[src/rtl/instr_decoder_pkg.sv]
// Shared decode definitions: opcode encodings, flag indices, FSM states, PSR masks.
package instr_decoder_pkg;

    localparam int DEF_DATA_W     = 16;
    localparam int DEF_FLAG_W     = 5;
    localparam int DEF_REG_ADDR_W = 4;

    // Flag bit positions inside alu_flags / psr_flags
    localparam int FLAG_N = 0;
    localparam int FLAG_L = 1;
    localparam int FLAG_O = 2;
    localparam int FLAG_C = 3;
    localparam int FLAG_Z = 4;

    // Major opcodes (instr[15:12])
    localparam logic [3:0] OP_RTYPE  = 4'h0;
    localparam logic [3:0] OP_ADDCUI = 4'h4;
    localparam logic [3:0] OP_ADDI   = 4'h5;
    localparam logic [3:0] OP_ADDUI  = 4'h6;
    localparam logic [3:0] OP_ADDCI  = 4'h7;
    localparam logic [3:0] OP_SUBI   = 4'h9;
    localparam logic [3:0] OP_CMPI   = 4'hB;
    localparam logic [3:0] OP_CMPUI  = 4'hC;

    // R-type extended opcodes (instr[7:4])
    localparam logic [3:0] EXT_AND   = 4'h1;
    localparam logic [3:0] EXT_OR    = 4'h2;
    localparam logic [3:0] EXT_XOR   = 4'h3;
    localparam logic [3:0] EXT_ADDCU = 4'h4;
    localparam logic [3:0] EXT_ADD   = 4'h5;
    localparam logic [3:0] EXT_ADDU  = 4'h6;
    localparam logic [3:0] EXT_ADDC  = 4'h7;
    localparam logic [3:0] EXT_CMPU  = 4'h8;
    localparam logic [3:0] EXT_SUB   = 4'h9;
    localparam logic [3:0] EXT_CMP   = 4'hB;
    localparam logic [3:0] EXT_CMPUI = 4'hC;
    localparam logic [3:0] EXT_NOT   = 4'hF;

    localparam logic [7:0] ALU_CMPUI = 8'h0C;

    // PSR write masks, bit order {Z,C,O,L,N}
    localparam logic [4:0] MASK_ARITH = 5'b11101;
    localparam logic [4:0] MASK_CMP   = 5'b10011;
    localparam logic [4:0] MASK_LOGIC = 5'b10001;

    typedef enum logic [1:0] {
        ST_IDLE   = 2'd0,
        ST_DECODE = 2'd1,
        ST_EXEC   = 2'd2,
        ST_WB     = 2'd3
    } state_t;

    typedef enum logic [1:0] {
        CLS_NONE  = 2'd0,
        CLS_LOGIC = 2'd1,
        CLS_ARITH = 2'd2,
        CLS_CMP   = 2'd3
    } op_class_t;

    typedef struct packed {
        logic [7:0] alu_opcode;
        op_class_t  cls;
        logic       imm_signed;
        logic       imm_sel;
        logic       legal;
    } decode_t;

    function automatic logic [4:0] psr_mask(op_class_t cls);
        case (cls)
            CLS_ARITH: psr_mask = MASK_ARITH;
            CLS_CMP:   psr_mask = MASK_CMP;
            CLS_LOGIC: psr_mask = MASK_LOGIC;
            default:   psr_mask = 5'b00000;
        endcase
    endfunction

endpackage

[src/rtl/instr_decoder_if.sv]
// Fetch handshake plus ALU / register-file control bundle around the decoder.
interface instr_decoder_if #(
    parameter int DATA_W     = 16,
    parameter int FLAG_W     = 5,
    parameter int REG_ADDR_W = 4
);
    logic                  instr_valid;
    logic                  instr_ready;
    logic [15:0]           instr;
    logic [7:0]            alu_opcode;
    logic                  alu_carry_in;
    logic [FLAG_W-1:0]     alu_flags;
    logic [REG_ADDR_W-1:0] rf_src_addr;
    logic [REG_ADDR_W-1:0] rf_dst_addr;
    logic                  imm_sel;
    logic [DATA_W-1:0]     imm_value;
    logic                  rf_we;
    logic [FLAG_W-1:0]     psr_flags;
    logic                  illegal;

    // master: fetch + datapath side
    modport master (
        output instr_valid, instr, alu_flags,
        input  instr_ready, alu_opcode, alu_carry_in, rf_src_addr, rf_dst_addr,
               imm_sel, imm_value, rf_we, psr_flags, illegal
    );

    // slave: the decoder itself
    modport slave (
        input  instr_valid, instr, alu_flags,
        output instr_ready, alu_opcode, alu_carry_in, rf_src_addr, rf_dst_addr,
               imm_sel, imm_value, rf_we, psr_flags, illegal
    );
endinterface

[src/rtl/instr_decoder_lut.sv]
// Combinational instruction classifier: op/ext -> ALU opcode, class, immediate handling, legality.
module instr_decoder_lut
    import instr_decoder_pkg::*;
(
    input  logic [3:0] op,
    input  logic [3:0] ext,
    output decode_t    dec
);

    always_comb begin
        dec = '0;
        if (op == OP_RTYPE) begin
            dec.alu_opcode = {4'h0, ext};
            dec.legal      = 1'b1;
            case (ext)
                EXT_AND, EXT_OR, EXT_XOR, EXT_NOT:            dec.cls = CLS_LOGIC;
                EXT_ADDCU, EXT_ADD, EXT_ADDU, EXT_ADDC, EXT_SUB: dec.cls = CLS_ARITH;
                EXT_CMPU, EXT_CMP, EXT_CMPUI:                 dec.cls = CLS_CMP;
                default:                                      dec = '0;
            endcase
        end else begin
            dec.alu_opcode = {op, 4'h0};
            dec.imm_sel    = 1'b1;
            dec.legal      = 1'b1;
            case (op)
                OP_ADDCUI, OP_ADDUI:        dec.cls = CLS_ARITH;
                OP_ADDI, OP_ADDCI, OP_SUBI: begin
                    dec.cls        = CLS_ARITH;
                    dec.imm_signed = 1'b1;
                end
                OP_CMPI: begin
                    dec.cls        = CLS_CMP;
                    dec.imm_signed = 1'b1;
                end
                OP_CMPUI: begin
                    dec.cls        = CLS_CMP;
                    dec.alu_opcode = ALU_CMPUI;
                end
                default:                    dec = '0;
            endcase
        end
    end

endmodule

[src/rtl/instr_decoder.sv]
// Multi-cycle decode/control FSM for the 16-bit ALU: IDLE -> DECODE -> EXEC -> WB, owns the PSR.
module instr_decoder
    import instr_decoder_pkg::*;
#(
    parameter int DATA_W     = DEF_DATA_W,
    parameter int FLAG_W     = DEF_FLAG_W,
    parameter int REG_ADDR_W = DEF_REG_ADDR_W
) (
    input  logic          clk,
    input  logic          reset,
    instr_decoder_if.slave bus
);

    state_t                state, state_nxt;
    decode_t               dec;
    op_class_t             cls_q;
    logic                  accept;
    logic [FLAG_W-1:0]     mask;

    logic [7:0]            alu_opcode_q;
    logic [REG_ADDR_W-1:0] src_q, dst_q;
    logic                  imm_sel_q;
    logic [DATA_W-1:0]     imm_q;
    logic                  rf_we_q;
    logic                  illegal_q;
    logic [FLAG_W-1:0]     psr_q;

    instr_decoder_lut u_lut (
        .op  (bus.instr[15:12]),
        .ext (bus.instr[7:4]),
        .dec (dec)
    );

    assign accept = (state == ST_IDLE) && !reset && bus.instr_valid;
    assign mask   = FLAG_W'(psr_mask(cls_q));

    always_comb begin
        state_nxt = state;
        case (state)
            ST_IDLE:   if (bus.instr_valid) state_nxt = ST_DECODE;
            ST_DECODE: state_nxt = (cls_q == CLS_NONE) ? ST_IDLE : ST_EXEC;
            ST_EXEC:   state_nxt = ST_WB;
            ST_WB:     state_nxt = ST_IDLE;
            default:   state_nxt = ST_IDLE;
        endcase
    end

    always_ff @(posedge clk) begin
        if (reset) begin
            state        <= ST_IDLE;
            cls_q        <= CLS_NONE;
            alu_opcode_q <= '0;
            src_q        <= '0;
            dst_q        <= '0;
            imm_sel_q    <= 1'b0;
            imm_q        <= '0;
            rf_we_q      <= 1'b0;
            illegal_q    <= 1'b0;
            psr_q        <= '0;
        end else begin
            state     <= state_nxt;
            rf_we_q   <= 1'b0;
            illegal_q <= 1'b0;
            case (state)
                // Load the output registers on the accept edge so they are visible during DECODE.
                ST_IDLE: if (accept) begin
                    cls_q <= dec.cls;
                    if (dec.legal) begin
                        alu_opcode_q <= dec.alu_opcode;
                        dst_q        <= bus.instr[11:8];
                        src_q        <= dec.imm_sel ? '0 : bus.instr[3:0];
                        imm_sel_q    <= dec.imm_sel;
                        if (dec.imm_sel)
                            imm_q <= dec.imm_signed ? {{(DATA_W-8){bus.instr[7]}}, bus.instr[7:0]}
                                                    : {{(DATA_W-8){1'b0}}, bus.instr[7:0]};
                    end else begin
                        illegal_q <= 1'b1;
                    end
                end
                ST_EXEC: begin
                    psr_q   <= (psr_q & ~mask) | (bus.alu_flags & mask);
                    rf_we_q <= (cls_q != CLS_CMP);
                end
                ST_WB: begin
                    cls_q        <= CLS_NONE;
                    alu_opcode_q <= '0;
                    src_q        <= '0;
                    dst_q        <= '0;
                    imm_sel_q    <= 1'b0;
                    imm_q        <= '0;
                end
                default: ;
            endcase
        end
    end

    assign bus.instr_ready  = (state == ST_IDLE) && !reset;
    assign bus.alu_opcode   = alu_opcode_q;
    assign bus.alu_carry_in = psr_q[FLAG_C];
    assign bus.rf_src_addr  = src_q;
    assign bus.rf_dst_addr  = dst_q;
    assign bus.imm_sel      = imm_sel_q;
    assign bus.imm_value    = imm_q;
    assign bus.rf_we        = rf_we_q;
    assign bus.psr_flags    = psr_q;
    assign bus.illegal      = illegal_q;

endmodule

[src/flat_wrapper.sv]
// flat-port wrapper written by rule: the top's interface ports become plain ports
module instr_decoder_flat import instr_decoder_pkg::*;
#(
    parameter int DATA_W     = DEF_DATA_W,
    parameter int FLAG_W     = DEF_FLAG_W,
    parameter int REG_ADDR_W = DEF_REG_ADDR_W
)
  (clk, reset, bus_instr_valid, bus_instr, bus_alu_flags, bus_instr_ready, bus_alu_opcode, bus_alu_carry_in, bus_rf_src_addr, bus_rf_dst_addr, bus_imm_sel, bus_imm_value, bus_rf_we, bus_psr_flags, bus_illegal);
  instr_decoder_if #(.DATA_W(DATA_W), .FLAG_W(FLAG_W), .REG_ADDR_W(REG_ADDR_W)) bus_i ();
  input  logic clk;
  input  logic reset;
  input wire logic [$bits(bus_i.instr_valid)-1:0] bus_instr_valid;
  input wire logic [$bits(bus_i.instr)-1:0] bus_instr;
  input wire logic [$bits(bus_i.alu_flags)-1:0] bus_alu_flags;
  output wire logic [$bits(bus_i.instr_ready)-1:0] bus_instr_ready;
  output wire logic [$bits(bus_i.alu_opcode)-1:0] bus_alu_opcode;
  output wire logic [$bits(bus_i.alu_carry_in)-1:0] bus_alu_carry_in;
  output wire logic [$bits(bus_i.rf_src_addr)-1:0] bus_rf_src_addr;
  output wire logic [$bits(bus_i.rf_dst_addr)-1:0] bus_rf_dst_addr;
  output wire logic [$bits(bus_i.imm_sel)-1:0] bus_imm_sel;
  output wire logic [$bits(bus_i.imm_value)-1:0] bus_imm_value;
  output wire logic [$bits(bus_i.rf_we)-1:0] bus_rf_we;
  output wire logic [$bits(bus_i.psr_flags)-1:0] bus_psr_flags;
  output wire logic [$bits(bus_i.illegal)-1:0] bus_illegal;
  assign bus_i.instr_valid = bus_instr_valid;
  assign bus_i.instr = bus_instr;
  assign bus_i.alu_flags = bus_alu_flags;
  assign bus_instr_ready = bus_i.instr_ready;
  assign bus_alu_opcode = bus_i.alu_opcode;
  assign bus_alu_carry_in = bus_i.alu_carry_in;
  assign bus_rf_src_addr = bus_i.rf_src_addr;
  assign bus_rf_dst_addr = bus_i.rf_dst_addr;
  assign bus_imm_sel = bus_i.imm_sel;
  assign bus_imm_value = bus_i.imm_value;
  assign bus_rf_we = bus_i.rf_we;
  assign bus_psr_flags = bus_i.psr_flags;
  assign bus_illegal = bus_i.illegal;
  instr_decoder #(.DATA_W(DATA_W), .FLAG_W(FLAG_W), .REG_ADDR_W(REG_ADDR_W)) u_core (.clk(clk), .reset(reset), .bus(bus_i));
endmodule
[config.mk]
export PLATFORM = sky130hd
export DESIGN_NAME = instr_decoder_flat
export DESIGN_NICKNAME = d
export VERILOG_FILES = /design/src/rtl/instr_decoder_pkg.sv /design/src/rtl/instr_decoder_if.sv /design/src/rtl/instr_decoder_lut.sv /design/src/rtl/instr_decoder.sv /design/src/flat_wrapper.sv
export SDC_FILE = /design/constraint.sdc
export NUM_CORES = 1
export LEC_CHECK = 0
export BUFFER_PORTS_ARGS = -buffer_cell sky130_fd_sc_hd__buf_2
export CAP_MARGIN = 20
export CORE_MARGIN = 3
export CORE_UTILIZATION = 53
export DETAILED_ROUTE_END_ITERATION = 10
export HOLD_SLACK_MARGIN = 0.05
export PLACE_DENSITY = 0.85
export SLEW_MARGIN = 40
export SYNTH_ARGS = -nofsm -noshare
export SYNTH_HDL_FRONTEND = slang
export SYNTH_HIERARCHICAL = 1
export SYNTH_SLANG_ARGS = --single-unit
[constraint.sdc]
create_clock -name clk -period 3.9 [get_ports clk]
set_input_delay 0.585 -clock clk [delete_from_list [all_inputs] [get_ports clk]]
set_output_delay 0.585 -clock clk [all_outputs]
set_load 0.01 [all_outputs]
==> impl_metrics.toml, run 1 <==
[yosys]
ys_ff_latch = 37
yosys.area_share.simple_pct = 28.79
synthCells = 221
syn_area_mm2 = 0.001808
yosysSeqAreaShare_pct = 40.97
synth_cell_types = 39
synthXorXnorAreaFrac_pct = 0.9689
synth_top_area_cell = "dfxtp_1"
synth_top_family_by_area = "simple AND/OR/NAND/NOR gates"
synth_top_area_share_pct = 40.97
yosys_warnings = 6
synth-compound-area-share_pct = 18.41
synth.mux.area_fraction_pct = 1.661
synth_nets = 245
yosys-top-cells-area = "dfxtp_1 (41%), nand2_1 (6.6%), nand3_1 (6.1%), o21ai_0 (6.1%), nand4b_1 (3.9%)"
avgSynthCellArea_um2 = 8.181
synth-adder-area-share_pct = 0

[setup_path]
worst-endpoint-arrival_ps = 2660
criticalPathCategory = "primary input to register"
crit_fanout = 11
r2r_start = "u_core/state[0]"
worstSetupStartpointType = "primary input"
cp.required_ps = 4170
endpoint_kind = "register"
crit_start = "bus_instr[12]"

[drt]
drc = 0
via_count = 1704
wirelength_mm = 4.018
drtIter0Drc = 130
ant_nets = 0
routedWlPerCell_um = 12.76
via_per_inst = 5.410
first_pass_iters = 4

[place]
gp_congestion = 0.9318
portBuffers = 65
hpwl_mm = 2.950
placed_cell_area_mm2 = 0.002067

[die]
die_h_um = 64.41
fp.dieW_um = 64.41
dieArea_mm2 = 0.004148
initial_core_util_pct = 57.34
core_area_mm2 = 0.003153
io_pins = 66
row_count = 20

[cells_and_area]
final_cell_mix = "buf_2 (65), dfxtp_1 (37), nand2_1 (32)"
antennaDiodeCount = 0
post-route-cell-area_mm2 = 0.002122
drive_gt1_share_pct = 30.63
layout_commonest_cell = "buf_2"
fin_nets = 295
area_growth_syn_to_layout_pct = 17.37

[global_route]
grt_start_max_net_pins = 28
grt_pass1_wl_mm = 6.582
grt_pass1_vias = 1477
grt.overflow.total = 0
grt_antenna_before_repair = 0
grt_util_all_layers_pct = 19.68

[min_path]
hold_path.startpoint = "u_core/bus.imm_sel"
hold_path.class = "register to register"

[timing]
hold_viol_final = 0
final.setup.tns_ps = 0
maxSlewViolCount = 0
tightest_slew_ps = 674.9
period_minus_slack_ps = 2394
report.final.setup_viol = 0
fin_skew_ps = 2.021
fmax_mhz = 417.7
slew_headroom_pct = 54.91
fin_crit_sh_pct = 61.39
rsz0062_at_grt = "no"

[cts]
cts_root_buf = "clkbuf_4"
insertion_delay_ps = 330
cts_max_level = 2
cts_buffer_depth = 2
cts_buffers = 5
cts.sinks = 37
ctsResizeCount = 0
cts_setup_buffers = 0
cts_tree = "done"
hold_buffers = 0
path_clk_slew_ps = 100

[power]
vdd_drop_max_mv = 0.2163
powerDensity_mw_per_mm2 = 327.7
p_leak_uw = 0.0009191

[outcome]
outcome = "completed"

[run]
cap_violations = 0
cells in the mapped netlist:
| cell | number |
|---|---|
| dfxtp_1 | 37 |
| nand2_1 | 32 |
| nand3_1 | 22 |
| o21ai_0 | 22 |
| buf_2 | 10 |
| o21ai_1 | 10 |
| buf_4 | 9 |
| nor2_1 | 9 |
| a21oi_1 | 8 |
| nand4b_1 | 8 |
| inv_1 | 6 |
| nor2b_1 | 4 |
| and2_1 | 3 |
| clkbuf_1 | 3 |
| mux2i_1 | 3 |
| nand3b_1 | 3 |
| o211ai_1 | 3 |
| o21a_1 | 3 |
| a211oi_1 | 2 |
| a31oi_1 | 2 |
| and3b_2 | 2 |
| nand2b_1 | 2 |
| nand4_1 | 2 |
| a21o_1 | 1 |
| a21oi_2 | 1 |
| and4bb_2 | 1 |
| buf_1 | 1 |
| buf_6 | 1 |
| nor3_1 | 1 |
| nor4_4 | 1 |
| nor4b_4 | 1 |
| o21ai_2 | 1 |
| o21bai_1 | 1 |
| o311a_2 | 1 |
| o32ai_2 | 1 |
| or2_2 | 1 |
| or3_1 | 1 |
| xnor2_1 | 1 |
| xor2_1 | 1 |
report_power, final:
part / switching [µW] / leakage [µW] / internal (µW)
clock network: 113 / 0.0000314 / 85.1
logic: 61.0 / 0.000588 / 38.7
registers: 9.65 / 0.000300 / 388
total: 183 / 0.000919 / 512
worst max-delay path: stages:
cell,delay (ps)
buf_2,150
nor4_4,330
o21ai_2,110
o21ai_1,550
and2_1,390
and2_1,340
mux2i_1,210
logic make-up (layout without fill, tap and decap cells):
| kind of cell | after synthesis | after routing |
|---|---|---|
| XOR/XNOR | 2 | 2 |
| flip-flops | 37 | 37 |
| multiplexers | 3 | 3 |
| AO/OA/AOI/OAI | 56 | 56 |
| buffers and inverters | 30 | 80 |
| AND/OR/NAND/NOR | 93 | 93 |
layer usage:
metal | share of wire, % | GRT usage, % | routed length, µm
met1 | 46 | 27.51 | 1850
met2 | 44 | 28.99 | 1781
met3 | 7.8 | 4.042 | 314
met4 | 1.8 | 8.707 | 72
met5 | 0 | 0 | 0
final timing paths:
check,end,slack (ps),depth (start not counted)
setup / recovery,u_core/bus.imm_value[14],1510,7
hold / removal,u_core/bus.imm_sel,450,2
setup reg to reg,u_core/bus.imm_value[14],2200,4
hold reg to reg,u_core/bus.imm_sel,450,2
through the flow:
step	std cells	setup slack (ps)	power [µW]	hold slack [ps]	util, %
final	315	1506	695.4	450.0	67.30
after CTS	315	1530	702.5	454.9	67.30
after floorplan	221	1563	469.5	472.6	-
after detailed placement	308	1192	505.7	441.3	65.56
after global placement	308	1240	502.7	438.7	65.32
after global routing	315	1272	735.6	477.2	67.30
area by class of cell:
type | instances | area [µm²]
tap | 44 | 55.05
sequential | 37 | 740.7
multi-input combinational | 154 | 908.4
timing repair buffer | 67 | 340.3
clock buffer | 7 | 55.05
fill | 297 | 1031
inverter | 6 | 22.52
No activity file was read; power rests on OpenSTA's default activity.
==> run 2, diff against run 1 <==
--- a/config.mk
+++ b/config.mk
@@ -5,13 +5,14 @@
 export SDC_FILE = /design/constraint.sdc
 export NUM_CORES = 1
 export LEC_CHECK = 0
+export ABC_AREA = 1
 export BUFFER_PORTS_ARGS = -buffer_cell sky130_fd_sc_hd__buf_2
 export CAP_MARGIN = 20
 export CORE_MARGIN = 3
-export CORE_UTILIZATION = 53
+export CORE_UTILIZATION = 45
 export DETAILED_ROUTE_END_ITERATION = 10
 export HOLD_SLACK_MARGIN = 0.05
-export PLACE_DENSITY = 0.85
+export PLACE_DENSITY = 0.75
 export SLEW_MARGIN = 40
 export SYNTH_ARGS = -nofsm -noshare
 export SYNTH_HDL_FRONTEND = slang
==> constraint.sdc (replaced) <==
create_clock -name clk -period 2.2 [get_ports clk]
set_input_delay 0.33 -clock clk [delete_from_list [all_inputs] [get_ports clk]]
set_output_delay 0.33 -clock clk [all_outputs]
set_load 0.01 [all_outputs]
==> run 2 against run 1 <==
Count of clock-buffer cells in the layout is 1 lower. Global-route usage is 1.6 points lower. Clock skew grew 10 ps. Largest power group unchanged.
==> impl_metrics.toml, run 2 <==
[global_route]
grt_pass1_wl_mm = 7.665
grt.overflow.total = 0
grt_util_all_layers_pct = 18.09
grt_pass1_vias = 1806
grt_antenna_before_repair = 0
grt_start_max_net_pins = 32

[cts]
hold_buffers = 0
insertion_delay_ps = 300
cts.sinks = 37
cts_setup_buffers = 0
cts_buffer_depth = 2
cts_max_level = 2
path_clk_slew_ps = 80
ctsResizeCount = 0
cts_buffers = 5
cts_tree = "done"
cts_root_buf = "clkbuf_8"

[cells_and_area]
layout_commonest_cell = "nand2_1"
drive_gt1_share_pct = 25.00
post-route-cell-area_mm2 = 0.002371
finish.utilization_pct = 57.22
antennaDiodeCount = 0
fin_nets = 399
final_cell_mix = "nand2_1 (84), buf_2 (65), nor2_1 (48)"
area_growth_syn_to_layout_pct = 17.92

[timing]
final.setup.tns_ps = 0
fmax_mhz = 610.6
slew_headroom_pct = 66.48
tightest_slew_ps = 501.0
period_minus_slack_ps = 1638
fin_skew_ps = 12.08
rsz0062_at_grt = "no"
fin_crit_sh_pct = 74.44
whs_ps = 270.2
maxSlewViolCount = 0
report.final.setup_viol = 0
hold_viol_final = 0

[run]
cap_violations = 0

[setup_path]
worst-endpoint-arrival_ps = 1830
crit_fanout = 31
cp_top_family = "simple AND/OR/NAND/NOR gates"
worstSetupStartpointType = "register"
worstPathCellList = "nand2_2 -> nand2_1 -> buf_4 -> nand3_1 -> nand2_1 -> nor2_1"
endpoint_kind = "register"
cp.required_ps = 2390
critical_path_buf_inv_count = 1
worst_path_largest_cell_delay_ps = 450
criticalPathCategory = "register to register"
critPathMostFrequentCell = "nand2_1"
cp_slowest_cell = "dfxtp_1"

[yosys]
synthCells = 320
ys_ff_latch = 37
yosysSeqAreaShare_pct = 36.84
synth_nets = 344
synth-edff-count = 0
yosysMostFrequentCell = "nand2_1"
avgSynthCellArea_um2 = 6.283
synth_top_area_share_pct = 36.84
ys.flop_type = "dfxtp_1"
asyncSetResetFlopFracSynth_pct = 0
yosys-top-cells-area = "dfxtp_1 (37%), nand2_1 (16%), nand3_1 (9.5%), nor2_1 (9.0%), inv_1 (8.8%)"
synth_top_area_cell = "dfxtp_1"
synthTopCellsByCount = "nand2_1 (84), nor2_1 (48), inv_1 (47), nand3_1 (38), dfxtp_1 (37)"
yosys_warnings = 6
synth_cell_types = 22
syn_area_mm2 = 0.002011

[drt]
drc = 0
first_pass_iters = 4
drtIter0Drc = 98
wirelength_mm = 4.443
via_count = 1967
routedWlPerCell_um = 10.43
via_per_inst = 4.617
ant_nets = 0

[outcome]
outcome = "completed"

[die]
io_pins = 66
core_area_mm2 = 0.004144
dieArea_mm2 = 0.005306
row_count = 23
initial_core_util_pct = 48.52
fp.dieW_um = 72.85
die_h_um = 72.85

[place]
gp_congestion = 0.8744
portBuffers = 65
hpwl_mm = 3.357
placed_cell_area_mm2 = 0.002288

[power]
powerDensity_mw_per_mm2 = 646.4
vdd_drop_max_mv = 0.2401
p_leak_uw = 0.001359

[min_path]
hold_path.class = "primary input to register"
## run 2: layout make-up
class                   instances  area, µm²
repair buffers                 68      347.8
inverters                      52      195.2
well taps                      50      62.56
multi-input cells             211      942.2
clock buffers                   6      72.57
fillers                       427       1773
flip-flops and latches         37      740.7
clock inverters                 2      10.01
## run 2: worst paths after layout
kind                          from                  endpoint  slack (ps)  depth (start not counted)
setup / recovery   u_core/state[0]  u_core/bus.imm_value[14]         560                          6
hold / removal    bus_alu_flags[4]                  register         270                          3
setup reg to reg   u_core/state[0]  u_core/bus.imm_value[14]         560                          6
hold reg to reg           register                  register         480                          2
## run 2: report_power, final
group          total [µW]  internal (µW)  leakage [µW]  switching (µW)
clock                 456            219     0.0000450             237
sequential            738            715      0.000302            23.2
combinational         338            127       0.00101             211
## run 2: per-stage QoR
stage	worst slack [ps]	total power [µW]	std cells
2_1_floorplan	562.8	992.8	320
3_3_place_gp	355.8	1088	418
3_5_place_dp	288.2	1094	418
4_1_cts	563.0	1549	426
5_1_grt	342.9	1641	426
6_report	562.4	1533	426
## run 2: logic make-up after synthesis
logic type	after synthesis	synth area share (%)
AOI/OAI and AO/OA	25	7.031
buffers and inverters	72	16.30
DFF	37	36.84
and+or+nand+nor	186	39.83
## run 2: worst reg2reg max path, stage by stage (launching register included)
cell,delay [ps]
dfxtp_1,450
nand2_2,360
nand2_1,170
buf_4,290
nand3_1,120
nand2_1,90
nor2_1,40
## run 2: metal layers
layer  wire [µm]  up-vias  part of all wire [%]  global-route usage (%)
li1            -     1079                     -                       -
met4          77        0                   1.7                   6.967
met1        2116      833                    48                   23.79
met5           0        -                     0                       0
met3         252        5                   5.7                   3.994
met2        1996       50                    45                   28.86
